--- src/rtl/frog_pkg.sv ---
// Shared definitions for the frogger frog controller and the renderer:
// grid geometry, start cell, game state and move encodings.
package frog_pkg;

    localparam int GRID_COLS = 20;
    localparam int GRID_ROWS = 15;
    localparam int COL_W     = $clog2(GRID_COLS);
    localparam int ROW_W     = $clog2(GRID_ROWS);

    // The frog (re)spawns bottom-centre.
    localparam int START_COL = GRID_COLS / 2;
    localparam int START_ROW = GRID_ROWS - 1;

    typedef enum logic [1:0] {
        PLAY      = 2'b00,
        RESPAWN   = 2'b01,
        GAME_OVER = 2'b10
    } game_state_t;

    typedef enum logic [2:0] {
        MOVE_NONE,
        MOVE_LEFT,
        MOVE_DOWN,
        MOVE_UP,
        MOVE_RIGHT
    } move_t;

endpackage

--- src/rtl/frog_hit_detect.sv ---
// Combinational frog/car overlap test over a packed car position bus.
// Also used by the renderer to highlight overlapping cells.
module frog_hit_detect #(
    parameter int NUM_CARS = 16,
    parameter int COL_W    = 5,
    parameter int ROW_W    = 4
) (
    input  logic [COL_W-1:0]          frog_col,
    input  logic [ROW_W-1:0]          frog_row,
    input  logic [NUM_CARS*COL_W-1:0] car_x,
    input  logic [NUM_CARS*ROW_W-1:0] car_y,
    output logic                      hit
);

    // NOTE: the default is assigned before the loop so no latch is inferred.
    always_comb begin
        hit = 1'b0;
        for (int i = 0; i < NUM_CARS; i++) begin
            if (car_x[i*COL_W +: COL_W] == frog_col &&
                car_y[i*ROW_W +: ROW_W] == frog_row) begin
                hit = 1'b1;
            end
        end
    end

endmodule

--- src/rtl/frog_controller_n.sv ---
// Frog controller: position, lives, score and game state, with one move per
// button press, a respawn invulnerability window, goal scoring and game over.
module frog_controller_n #(
    parameter int GRID_COLS     = frog_pkg::GRID_COLS,
    parameter int GRID_ROWS     = frog_pkg::GRID_ROWS,
    parameter int NUM_CARS      = 16,
    parameter int MAX_LIVES     = 3,
    parameter int INVULN_CYCLES = 25000000,
    parameter int SCORE_W       = 8,
    parameter int COL_W         = $clog2(GRID_COLS),
    parameter int ROW_W         = $clog2(GRID_ROWS),
    parameter int LIVES_W       = $clog2(MAX_LIVES + 1)
) (
    input  logic                      clk,
    input  logic                      reset,
    input  logic                      btn_left,
    input  logic                      btn_down,
    input  logic                      btn_up,
    input  logic                      btn_right,
    input  logic                      restart,
    input  logic [NUM_CARS*COL_W-1:0] car_x,
    input  logic [NUM_CARS*ROW_W-1:0] car_y,
    output logic [COL_W-1:0]          frog_col,
    output logic [ROW_W-1:0]          frog_row,
    output logic [LIVES_W-1:0]        lives,
    output logic [SCORE_W-1:0]        score,
    output logic [1:0]                game_state,
    output logic                      invulnerable,
    output logic                      hit_pulse,
    output logic                      goal_pulse
);

    import frog_pkg::*;

    localparam int CNT_W = (INVULN_CYCLES > 1) ? $clog2(INVULN_CYCLES) : 1;

    localparam logic [COL_W-1:0]   HOME_COL   = COL_W'(GRID_COLS / 2);
    localparam logic [ROW_W-1:0]   HOME_ROW   = ROW_W'(GRID_ROWS - 1);
    localparam logic [COL_W-1:0]   LAST_COL   = COL_W'(GRID_COLS - 1);
    localparam logic [LIVES_W-1:0] FULL_LIVES = LIVES_W'(MAX_LIVES);
    localparam logic [CNT_W-1:0]   CNT_LOAD   = CNT_W'(INVULN_CYCLES - 1);

    game_state_t      state;
    logic [CNT_W-1:0] invuln_cnt;
    logic             armed;
    logic             hit;
    logic             any_btn;
    logic             move_ok;
    move_t            move;

    frog_hit_detect #(
        .NUM_CARS (NUM_CARS),
        .COL_W    (COL_W),
        .ROW_W    (ROW_W)
    ) u_hit_detect (
        .frog_col (frog_col),
        .frog_row (frog_row),
        .car_x    (car_x),
        .car_y    (car_y),
        .hit      (hit)
    );

    assign any_btn      = btn_left | btn_down | btn_up | btn_right;
    assign game_state   = state;
    assign invulnerable = (state == RESPAWN);

    always_comb begin
        move = MOVE_NONE;
        if (btn_left)       move = MOVE_LEFT;
        else if (btn_down)  move = MOVE_DOWN;
        else if (btn_up)    move = MOVE_UP;
        else if (btn_right) move = MOVE_RIGHT;
    end

    // A move off the grid is dropped without consuming the press.
    always_comb begin
        move_ok = 1'b0;
        case (move)
            MOVE_LEFT:  move_ok = (frog_col != '0);
            MOVE_DOWN:  move_ok = (frog_row != HOME_ROW);
            MOVE_UP:    move_ok = (frog_row != '0);
            MOVE_RIGHT: move_ok = (frog_col != LAST_COL);
            default:    move_ok = 1'b0;
        endcase
    end

    // NOTE: sequential state uses non-blocking assignments only.
    always_ff @(posedge clk or posedge reset) begin
        if (reset) begin
            frog_col   <= HOME_COL;
            frog_row   <= HOME_ROW;
            lives      <= FULL_LIVES;
            score      <= '0;
            state      <= PLAY;
            invuln_cnt <= '0;
            armed      <= 1'b1;
            hit_pulse  <= 1'b0;
            goal_pulse <= 1'b0;
        end else begin
            hit_pulse  <= 1'b0;
            goal_pulse <= 1'b0;
            if (restart) begin
                frog_col   <= HOME_COL;
                frog_row   <= HOME_ROW;
                lives      <= FULL_LIVES;
                score      <= '0;
                state      <= PLAY;
                invuln_cnt <= '0;
                armed      <= 1'b0;
            end else begin
                case (state)
                    PLAY: begin
                        if (!any_btn) armed <= 1'b1;
                        if (hit) begin
                            hit_pulse <= 1'b1;
                            frog_col  <= HOME_COL;
                            frog_row  <= HOME_ROW;
                            if (lives > LIVES_W'(1)) begin
                                lives      <= lives - 1'b1;
                                state      <= RESPAWN;
                                invuln_cnt <= CNT_LOAD;
                            end else begin
                                lives <= '0;
                                state <= GAME_OVER;
                            end
                        end else if (frog_row == '0) begin
                            goal_pulse <= 1'b1;
                            frog_col   <= HOME_COL;
                            frog_row   <= HOME_ROW;
                            if (score != '1) score <= score + 1'b1;
                        end else if (armed && move_ok) begin
                            armed <= 1'b0;
                            case (move)
                                MOVE_LEFT:  frog_col <= frog_col - 1'b1;
                                MOVE_DOWN:  frog_row <= frog_row + 1'b1;
                                MOVE_UP:    frog_row <= frog_row - 1'b1;
                                MOVE_RIGHT: frog_col <= frog_col + 1'b1;
                                default:    ;
                            endcase
                        end
                    end
                    RESPAWN: begin
                        armed <= 1'b0;
                        if (invuln_cnt == '0) state <= PLAY;
                        else                  invuln_cnt <= invuln_cnt - 1'b1;
                    end
                    GAME_OVER: begin
                        frog_col <= HOME_COL;
                        frog_row <= HOME_ROW;
                        lives    <= '0;
                    end
                    default: state <= PLAY;
                endcase
            end
        end
    end

endmodule

--- config.mk ---
export PLATFORM = sky130hd
export DESIGN_NAME = frog_controller_n
export DESIGN_NICKNAME = d
export VERILOG_FILES = /design/src/rtl/frog_pkg.sv /design/src/rtl/frog_hit_detect.sv /design/src/rtl/frog_controller_n.sv
export SDC_FILE = /design/constraint.sdc
export NUM_CORES = 1
export LEC_CHECK = 0
export BUFFER_PORTS_ARGS = -buffer_cell sky130_fd_sc_hd__buf_2
export CAP_MARGIN = 0
export CORE_MARGIN = 4
export CORE_UTILIZATION = 30
export DETAILED_ROUTE_END_ITERATION = 8
export SLEW_MARGIN = 40
export SYNTH_ARGS = -nofsm -noshare
export SYNTH_HDL_FRONTEND = slang
export SYNTH_SLANG_ARGS = --single-unit
--- constraint.sdc ---
create_clock -name clk -period 3.1 [get_ports clk]
set_input_delay 0 -clock clk [delete_from_list [all_inputs] [get_ports clk]]
set_output_delay 0 -clock clk [all_outputs]
set_load 0.05 [all_outputs]
==> metrics <==
status completed; crit-path most repeated cell nor4_1; Max Clk Rate 350.5 MHz; sequential cell area between 1000 and 1500 µm²; final hold vios 0; chip width between 100 and 150 µm; area of the multi-input gates ~3200 µm²; post-synthesis sequential area ratio 0.2579; Tcrit/Tclk final 0.9204; H-tree levels 2; hold path start btn_right; DR vias/cell 4.995; via count 4680; Final ANT Viol Nets 0; fin crit period 2853 ps; syn_nets 704; Post-Syn Instances 544; CP max stage delay about 700 ps; DRC errors left 0; total track usage 0.1688; top-count cell post-synth xnor2_1; worst-path fanout max 12; initial core utilization 0.3107; largest cells by area after synthesis dfrtp_1 21%, xnor2_1 19%, xor2_1 8.0%; critical path, cell by cell buf_4 -> xnor2_1 -> nand4_1 -> nor4_1 -> nor4_1 -> nand2_1 -> or2_4 -> nor4_1 -> mux2_1; 1st-iter DRT viols 219; Ys Warns 0; share of cells above drive strength 1 0.3375; largest net degree at the start of global routing 50; Filler Cell Count 1646; static leakage 2.703 nW; area leader, netlist dfrtp_1; Mapped Area 4793 µm²; Yosys reg bits roughly 50; clock-pin slew on the worst setup and hold paths around 70 ps; Sink Count 49; TritonCTS clock tree built; top cell type's share of synthesized area 0.2140; CTS Buffer Depth 2; vias in the first global route approximately 4.6k; ys flop type dfrtp_1; Final Power 0.005481 W; Setup Fix Bufs, Post-CTS 0; Post-synth EDFFs 0; RSZ-0062 raised after global routing false; # nets final roughly 900; post-route setup TNS 0 ps; Final Skew about 10 ps; Crit-path slowest cell dfstp_2; die height 134.4 µm; post-DP HPWL 12.40 mm; placer congestion estimate 0.9065; initial antenna violation count 0; Reg2Reg Depth 9; CTS Root Cell clkbuf_16; Pwr Density 896.6 nW/µm²; worst hold path cell count 3; Hold Crit Endpoint armed; first-pass GRT wire length roughly 25 mm; grt ovf 0; area grow syn2layout 27.54%; Rows 45; Max Slew Vio Count 0; slew at the pin closest to its max-slew limit 719.7 ps; Critical Path RT about 3300 ps; Max IR drop VDD 0.6864 mV; type of the most critical hold path input port to flip-flop; clock latency on the worst-skew pair 290 ps; first drt pass iteration count 4; Port Buffer Count approximately 170; PnR worst setup slack 246.7 ps; pre-CTS WS 239.1 ps; top cells by count, synth 105 x xnor2_1, 44 x xor2_1, 41 x dfrtp_1; Ant. Diodes 0; Relative slew margins 0.5202; fraction of registers with async set/reset 1.000; Core ar. between 15000 and 20000 µm²; Arrival @ worst endpoint 3030 ps; DRT Wirelength 15.83 mm; die area 18060 µm²; setup slack, reg-to-reg roughly 250 ps; Avg Inst Size Synth 8.811 µm²; Startpoint Class flip-flop; WS Path Type flip-flop to flip-flop; RR Startpoint frog_col[1]; CP Launch Point frog_col[1]; Ports roughly 180; FF-to-FF End score[5]; CP Capture Type flip-flop; max_cap viols 0; final setup vio count 0; drt wl/cell 16.90 µm; post-synthesis cell type count 72; CTS Buf Count 5
## kinds of logic (layout without fill, tap and decap cells)
family,count (synthesis),in the layout,share of synthesized area
xor+xnor,149,149,0.2723
compound gates,97,97,0.1438
simple gates,181,181,0.2114
fa+ha+maj,9,9,0.02662
buf+inv,50,232,0.06708
mux,9,9,0.02088
flops,49,49,0.2579
## critical path: cells and delay by family, from the launching register on
kind                   cells  cell delay (ps)
multiplexers               1              360
AND/OR/NAND/NOR            6             1370
XOR/XNOR                   1               90
buffers and inverters      1              220
flip-flops                 1              680
## area by class of cell
cell class              instances  area share
multi-input cells             445      0.5293
flip-flops and latches         49      0.2022
well taps                     211     0.04318
inverters                      17     0.01085
repair buffers                207      0.1895
clock inverters                 2    0.002251
clock buffers                   6     0.02272
## metal layers
metal / routed length (µm) / global-route usage
met2: 7698 / 0.2944
met1: 6658 / 0.2139
met4: 314 / 0.04072
met3: 1162 / 0.03488
met5: 0 / 0
## worst max path at each step
| stage | endpoint | slack (ps) | cells past startpoint |
|---|---|---|---|
| after floorplan | score[4] | 300 | 9 |
| after global placement | score[7] | 330 | 9 |
| after detailed placement | score[5] | 240 | 9 |
| after CTS | score[5] | 220 | 9 |
| after global routing | frog_row[2] | 3 | 9 |
| final | score[5] | 250 | 9 |
## registers in the layout, summed over array words and instances (netlist names)
name        count
hit_pulse       1
frog_col        5
game_state      2
armed           1
frog_row        4
score           8
invuln_cnt     25
lives           2
goal_pulse      1
## through the flow
stage / hold WS, ps / std cells / util / area [µm²]
2_1_floorplan: 285.8 / 544 / - / 4793
3_3_place_gp: 334.8 / 928 / 0.3856 / 5948
3_5_place_dp: 141.9 / 928 / 0.3857 / 5951
4_1_cts: 92.07 / 937 / 0.3963 / 6113
5_1_grt: 97.87 / 937 / 0.3963 / 6113
6_report: 95.64 / 937 / 0.3963 / 6113
## power by group
| group | switching (W) | internal (W) | leakage [nW] |
|---|---|---|---|
| sequential | 0.000199 | 0.000825 | 0.650 |
| clock | 0.000248 | 0.000322 | 0.0768 |
| combinational | 0.00221 | 0.00168 | 1.98 |
| total | 0.00265 | 0.00283 | 2.70 |
## cell usage in the layout (no fill, tap or decap), drive strengths merged, types with 3 or more instances in the layout
| cell | n |
|---|---|
| nand3 | 26 |
| a311oi | 7 |
| o21a | 10 |
| a31oi | 8 |
| nor2 | 31 |
| o21ai | 13 |
| inv | 15 |
| buf | 206 |
| clkbuf | 6 |
| nor2b | 7 |
| o311ai | 3 |
| nor4 | 27 |
| dfrtp | 41 |
| mux2 | 8 |
| a21o | 5 |
| xor2 | 44 |
| and3 | 3 |
| or4 | 5 |
| nor3 | 20 |
| nand2 | 26 |
| ha | 7 |
| nand4 | 20 |
| a221oi | 3 |
| clkinv | 4 |
| a21oi | 21 |
| nor4b | 3 |
| o41ai | 4 |
| o31ai | 4 |
| dfstp | 8 |
| xnor2 | 105 |
## repair_timing
action | in CTS | in global routing
hold buffers | 1 | 0
endpoints found under the setup margin | 0 | 0
gates resized for setup | 0 | 0
hold endpoints to repair | 41 | 0
Power figures use the tool's default switching activity.
